[src/rtl/online_digit_to_parallel.sv]
// rtl/online_digit_to_parallel.sv - radix-4 on-the-fly converter from MSDF signed digits to two's complement
module online_digit_to_parallel #(
    parameter int N_DIGITS     = 8,
    parameter int ONLINE_DELAY = 2,
    parameter int RESULT_WIDTH = 2*N_DIGITS+2
) (
    input  logic                    clk,
    input  logic                    rst,
    input  logic [2:0]              digit,
    input  logic                    digit_valid,
    output logic                    digit_ready,
    output logic [RESULT_WIDTH-1:0] result,
    output logic                    result_valid,
    input  logic                    result_ready,
    output logic                    digit_err
);

    localparam int CW = $clog2(N_DIGITS + ONLINE_DELAY + 1);

    typedef enum logic [1:0] {SKIP, CONV, DONE} state_t;
    localparam state_t START_STATE = (ONLINE_DELAY == 0) ? CONV : SKIP;

    state_t                  state_q, state_d;
    logic [CW-1:0]           cnt_q, cnt_d;
    logic [RESULT_WIDTH-1:0] q_q, q_d;
    logic [RESULT_WIDTH-1:0] qm_q, qm_d;
    logic                    err_q, err_d;

    logic       accept;
    logic       legal, dpos, dneg;
    logic [1:0] q_lo, qm_lo;

    assign digit_ready  = !rst && (state_q != DONE);
    assign accept       = digit_valid && digit_ready;
    assign result       = q_q;
    assign result_valid = (state_q == DONE);
    assign digit_err    = err_q;

    // Appended low bits: Q takes d (or 4+d), QM takes d-1 (or 3+d); illegal codes act as 0.
    always_comb begin
        legal = digit inside {3'b000, 3'b001, 3'b010, 3'b111, 3'b110};
        dpos  = legal && (digit == 3'b001 || digit == 3'b010);
        dneg  = legal && digit[2];
        q_lo  = (dpos || dneg) ? digit[1:0] : 2'b00;
        if (dpos)
            qm_lo = {1'b0, digit[1]};
        else if (dneg)
            qm_lo = {digit[0], ~digit[0]};
        else
            qm_lo = 2'b11;
    end

    always_comb begin
        state_d = state_q;
        cnt_d   = cnt_q;
        q_d     = q_q;
        qm_d    = qm_q;
        err_d   = err_q;
        case (state_q)
            SKIP: begin
                if (accept) begin
                    err_d = err_q | ~legal;
                    if (int'(cnt_q) == ONLINE_DELAY - 1) begin
                        state_d = CONV;
                        cnt_d   = '0;
                    end else begin
                        cnt_d = cnt_q + CW'(1);
                    end
                end
            end
            CONV: begin
                if (accept) begin
                    err_d = err_q | ~legal;
                    q_d   = ((dneg ? qm_q : q_q) << 2) | {{(RESULT_WIDTH-2){1'b0}}, q_lo};
                    qm_d  = ((dpos ? q_q : qm_q) << 2) | {{(RESULT_WIDTH-2){1'b0}}, qm_lo};
                    cnt_d = cnt_q + CW'(1);
                    if (int'(cnt_q) == N_DIGITS - 1)
                        state_d = DONE;
                end
            end
            DONE: begin
                if (result_ready) begin
                    state_d = START_STATE;
                    cnt_d   = '0;
                    q_d     = '0;
                    qm_d    = '1;
                    err_d   = 1'b0;
                end
            end
            default: state_d = START_STATE;
        endcase
    end

    always_ff @(posedge clk or posedge rst) begin
        if (rst) begin
            state_q <= START_STATE;
            cnt_q   <= '0;
            q_q     <= '0;
            qm_q    <= '1;
            err_q   <= 1'b0;
        end else begin
            state_q <= state_d;
            cnt_q   <= cnt_d;
            q_q     <= q_d;
            qm_q    <= qm_d;
            err_q   <= err_d;
        end
    end

endmodule
[config.mk]
export PLATFORM = sky130hd
export DESIGN_NAME = online_digit_to_parallel
export DESIGN_NICKNAME = d
export VERILOG_FILES = /design/src/rtl/online_digit_to_parallel.sv
export SDC_FILE = /design/constraint.sdc
export NUM_CORES = 1
export LEC_CHECK = 0
export CORE_MARGIN = 3
export CORE_UTILIZATION = 55
export DETAILED_ROUTE_END_ITERATION = 12
export PLACE_DENSITY = 0.8
export SYNTH_ARGS = -nofsm -noshare
export SYNTH_HDL_FRONTEND = slang
export SYNTH_SLANG_ARGS = --single-unit
[constraint.sdc]
create_clock -name clk -period 4.7 [get_ports clk]
set_input_delay 0.94 -clock clk [delete_from_list [all_inputs] [get_ports clk]]
set_output_delay 0.94 -clock clk [all_outputs]
set_load 0.01 [all_outputs]
==> results of run 1 <==
## layout by cell type (no fill, tap or decap), drive strengths merged, types with 2 or more instances in the layout
cell type      count
dfstp             16
mux2i             19
and2               2
inv                7
a31oi             14
clkbuf             6
nor4b              2
clkdlybuf4s50     27
dfrtp             25
clkinv             2
o21ai             18
ha                 5
a21o               2
a32o               2
nand3              3
a21oi              4
nand2b             3
nor2              18
buf                2
nand3b             2
nand2             55
## worst max-delay path by stage
| stage | from | end | slack, ns | depth (start not counted) |
|---|---|---|---|---|
| 2_1_floorplan | digit[1] | result[13] | 2.66 | 5 |
| 3_3_place_gp | rst | qm_q[1] | 1.55 | 5 |
| 3_5_place_dp | rst | qm_q[1] | 1.44 | 5 |
| 4_1_cts | rst | digit_ready | 1.66 | 3 |
| 5_1_grt | rst | qm_q[1] | 1.51 | 5 |
| 6_report | rst | digit_ready | 1.67 | 3 |
## routing by layer
layer	part of all wire [%]	routed length, um
met2	46	2050
met3	4.2	187
met5	0	0
met4	1.1	48
met1	48	2130
## state kept, by name, indices dropped and copies added (netlist names)
register	cells
qm_q	16
state_q	2
digit_err	1
result	18
cnt_q	4
## report_power, final
group	internal, mW	switching [mW]	total [mW]
Sequential	0.533	0.123	0.656
Clock	0.103	0.119	0.222
Combinational	0.219	0.189	0.408
## area by class of cell
cell class | instances | area share (%)
Clock buffer | 6 | 2.94
Clock inverter | 2 | 0.405
Inverter | 7 | 1.06
Multi-Input combinational cell | 163 | 39.3
Sequential cell | 41 | 42.4
Tap cell | 46 | 2.33
Timing Repair Buffer | 29 | 11.6
## cells in the mapped netlist (2+ instances only)
cell / instances / area (um2)
a21oi_1: 4 / 20.0
mux2i_1: 19 / 190
a31oi_1: 14 / 87.6
clkbuf_1: 2 / 7.51
nor4b_1: 2 / 17.5
a32o_1: 2 / 20.0
nand2_1: 55 / 206
nor2_1: 18 / 67.6
nand2b_1: 3 / 18.8
dfstp_2: 16 / 420
ha_1: 5 / 62.6
nand3_1: 3 / 15.0
buf_2: 8 / 40.0
nand3b_1: 2 / 15.0
inv_1: 7 / 26.3
o21ai_0: 17 / 85.1
dfrtp_1: 25 / 626
## cell families after synthesis
family / Yosys count / share of synthesized area [%]
AND/OR/NAND/NOR: 89 / 18.3
multiplexers: 20 / 9.76
adder cells (fa/ha/maj): 5 / 2.98
AO/OA/AOI/OAI: 47 / 14.3
buffers and inverters: 18 / 4.05
XOR/XNOR: 2 / 0.833
flip-flops: 41 / 49.8
## worst min-delay path, stage by stage, from the launching register on
cell     delay (ns)
dfrtp_1        0.34
nand2_1        0.04
o21ai_0        0.06
==> flow_summary.toml, run 1 <==
[outcome]
outcome = "finished, final reports clean"

[yosys]
yosys_warnings = 0
synth_nets = 234
synth_edf_count = 0
seq_area_frac_synth_pct = 49.8
yosysUniqueCellTypes = 37
synth_seq_cells = 41
synth-async-reset-ratio_pct = 100
syn_inst = 222
syn_area_um2 = 2100
postSynthAreaPerCell_um2 = 9.47
synth_flop_cell = "dfrtp_1"

[sta]
slew_headroom_pct = 39.6
setup_viol = 0
tns_ns = 0
hold_violations = 0
hold-worst-slack_ns = 0.478
final-max-slew-violation-count = 0
post-route-period-util_pct = 64.4
fin_crit_ns = 3.03
max_freq_mhz = 330
rsz0062_at_grt = "false"
skew_ns = 0.00377
max_slew.worst_pin.slew_ns = 0.904
setup_slack_ns = 1.67

[floorplan]
die_y_um = 67.8
ios = 28
die_x_um = 67.8
num_rows = 21
die-area_um2 = 4600
start_util_pct = 60.2
coreArea_um2 = 3490

[clock_network]
clk_path_buf_depth = 2
cts_sinks = 41
clkSlewWorstSetupHoldPaths_ns = 0.08
cts_tree = "done"
numCtsBuffers = 5
htree_levels = 2
cts_setup_buffers = 0
clk_latency_ns = 0.29
cts_hold_buf = 0
ctsResizeCount = 0
cts_root_buf = "clkbuf_8"

[critical_path]
reg2reg_from = "state_q[0]"
ff2ff_setup_slack_ns = 2.12
cp_cell_sequence = "clkdlybuf4s50_1, nor2_1, clkdlybuf4s50_1"
critPathTopFamily = "buffers and inverters"
r2r_cells = 6
endpoint_kind = "output pin"
path_buf_inv = 2
r2r-end = "qm_q[1]"
cp_slowest_stage_delay_ns = 0.54
cp_data_required_time_ns = 3.76
critical_path_class = "in2out"
critPathMaxFanout = 6
worst_path_max_delay_cell = "clkdlybuf4s50_1"
startpoint_type = "input pin"
crit_arrival_ns = 2.09
crit_top_cell = "clkdlybuf4s50_1"

[global_routing]
track_usage_pct = 22.4
gr-max-usage-layer = "met2"
antenna_found_initial = 0
grt_pass1_vias = 1665
met1_usage_pct = 31.7
grt.met3_usage_pct = 3.94
grtUsageMet2_pct = 33.5
grt_max_degree = 39
grt_pass1_wl_um = 7700
gr-total-overflow = 0

[pwr]
leakage_nw = 1.10
power_mw = 1.29
worst_ir_drop_vdd_mv = 0.298
cellPowerDensity_nw_per_um2 = 521

[routing]
first_pass_iters = 4
wl_per_cell_um = 15.0
routed_wirelength_um = 4410
dr.first_iter.drc_count = 93
drc = 0
vias = 1661
drtAntennaViolNets = 0
via_per_inst = 5.65

[placement]
pre_cts_slack_ns = 1.44
place_area_um2 = 2390
gp_congestion = 0.845
portBuffers = 27
placed_cells = 286
place_hpwl_um = 2910

[finish]
area_delta_synth_final_pct = 17.4
final_area_um2 = 2470
multiInputGateArea_um2 = 971
n_fill_cell = 277
final-seq-area_um2 = 1050
final_core_util_pct = 70.6
final_cells = 294
drive_gt1_share_pct = 12.1
num-nets-final = 259
antennaDiodeCount = 0

[job]
max_cap_viol_count = 0

[hold_path]
min_path_type = "reg2reg"
hold_end = "result[16]"
hold_depth = 2
hold_start = "result[16]"
(Power assumes the default switching activity.)
==> run 2, diff against run 1 <==
CORE_UTILIZATION = 54   (was 55)
PLACE_DENSITY = 0.79   (was 0.8)
clock period = 2.9 ns   (was 4.7 ns; I/O delays follow)
==> run 2 against run 1 <==
Flip-flop and latch count unchanged. Wire length barely moved. Clock power increased by 69%. Via count is 1.6% higher. Total power up 63%. Utilization down 3.2 points. Cell count is 2.0% higher. Critical endpoint is now result_valid.
==> flow_summary.toml, run 2 (synthesis results as in run 1) <==
[finish]
drive_gt1_share_pct = 13.5
layout_common_cells = "nand2_1, clkdlybuf4s50_1, dfrtp_1"
num-nets-final = 263
area_delta_synth_final_pct = 19.2
antennaDiodeCount = 0
final_area_um2 = 2510
n_fill_cell = 315
final_common_cell = "nand2_1"
final_cells = 300
largest_reg_flops = 18

[sta]
max_freq_mhz = 420
max_slew.worst_pin.slew_ns = 0.613
setup_viol = 0
fin_crit_ns = 2.38
tns_ns = 0
hold_violations = 0
final-max-slew-violation-count = 0
hold-worst-slack_ns = 0.485
skew_ns = 0.00686
post-route-period-util_pct = 82.0
rsz0062_at_grt = "false"
slew_headroom_pct = 59.0

[critical_path]
worst_path_max_delay_cell = "clkdlybuf4s50_1"
cp_data_required_time_ns = 2.32
critPathTopFamily = "buffers and inverters"
critPathMaxFanout = 10
critical_path_class = "reg2out"
path_buf_inv = 2
crit_arrival_ns = 1.80
endpoint_kind = "output pin"
startpoint_type = "register"
cp_slowest_stage_delay_ns = 0.60
cp_cell_sequence = "inv_1, ha_1, clkdlybuf4s50_1"

[job]
max_cap_viol_count = 0

[routing]
drtAntennaViolNets = 0
drc = 0
wl_per_cell_um = 14.7
routed_wirelength_um = 4410
via_per_inst = 5.63
first_pass_iters = 4
vias = 1688
dr.first_iter.drc_count = 178

[clock_network]
cts_sinks = 41
clk_path_buf_depth = 2
cts_tree = "done"
cts_setup_buffers = 0
clkSlewWorstSetupHoldPaths_ns = 0.08
ctsResizeCount = 0
htree_levels = 2
cts_root_buf = "clkbuf_8"
numCtsBuffers = 5
cts_hold_buf = 0
clk_latency_ns = 0.29

[floorplan]
die_x_um = 68.4
start_util_pct = 56.6
die_y_um = 68.4
die-area_um2 = 4680
coreArea_um2 = 3720
ios = 28
num_rows = 22

[global_routing]
track_usage_pct = 21.1
antenna_found_initial = 0
grt_pass1_vias = 1595
gr-total-overflow = 0
grt_max_degree = 42
grt_pass1_wl_um = 7340

[placement]
portBuffers = 27
place_area_um2 = 2420
place_hpwl_um = 2950
gp_congestion = 0.828
placed_cells = 292

[pwr]
cellPowerDensity_nw_per_um2 = 835
leakage_nw = 1.11
worst_ir_drop_vdd_mv = 0.407

[outcome]
outcome = "finished, final reports clean"

[hold_path]
min_path_type = "reg2reg"
==> run 2: per-stage QoR <==
stage	utilization, %	power [mW]	setup WS, ns
global route	67.4	2.25	0.406
floorplan	-	1.44	0.980
global placement	65.1	1.70	0.617
finish	67.4	2.09	0.521
CTS	67.4	2.11	0.512
detailed placement	65.1	1.74	0.606
==> run 2: cell type report <==
type | count | area, um2 | share of cell area (%)
sequential | 41 | 1050 | 41.7
multi-input combinational | 163 | 971 | 38.7
timing repair buffer | 33 | 315 | 12.6
clock buffer | 6 | 72.6 | 2.90
tap | 48 | 60.1 | 2.40
inverter | 7 | 26.3 | 1.05
clock inverter | 2 | 15.0 | 0.599
==> run 2: path summary, 6_finish.rpt <==
path	startpoint	to	slack, ns	cells after the start
max reg2reg	state_q[0]	cnt_q[2]	0.89	6
max	state_q[0]	result_valid	0.52	3
min	result[17]	result[17]	0.48	2
min in group asynchronous	rst	cnt_q[3]	0.83	3
min reg2reg	result[17]	result[17]	0.48	2
max in group asynchronous	rst	qm_q[15]	1.69	3
==> run 2: routing by layer <==
layer / global-route usage, % / wire, um
met1: 26.7 / 1980
met2: 36.0 / 2230
met3: 5.58 / 163
met4: 4.71 / 33
met5: 0 / 0
==> run 2: power breakdown <==
group | leakage [nW] | switching [mW] | internal (mW)
clock network | 0.0374 | 0.205 | 0.170
logic | 0.571 | 0.302 | 0.359
registers | 0.499 | 0.194 | 0.863
==> run 2: worst min-delay path, stage by stage, from the launching register on <==
cell     delay, ns
dfrtp_1       0.34
nand2_1       0.04
o21ai_0       0.06
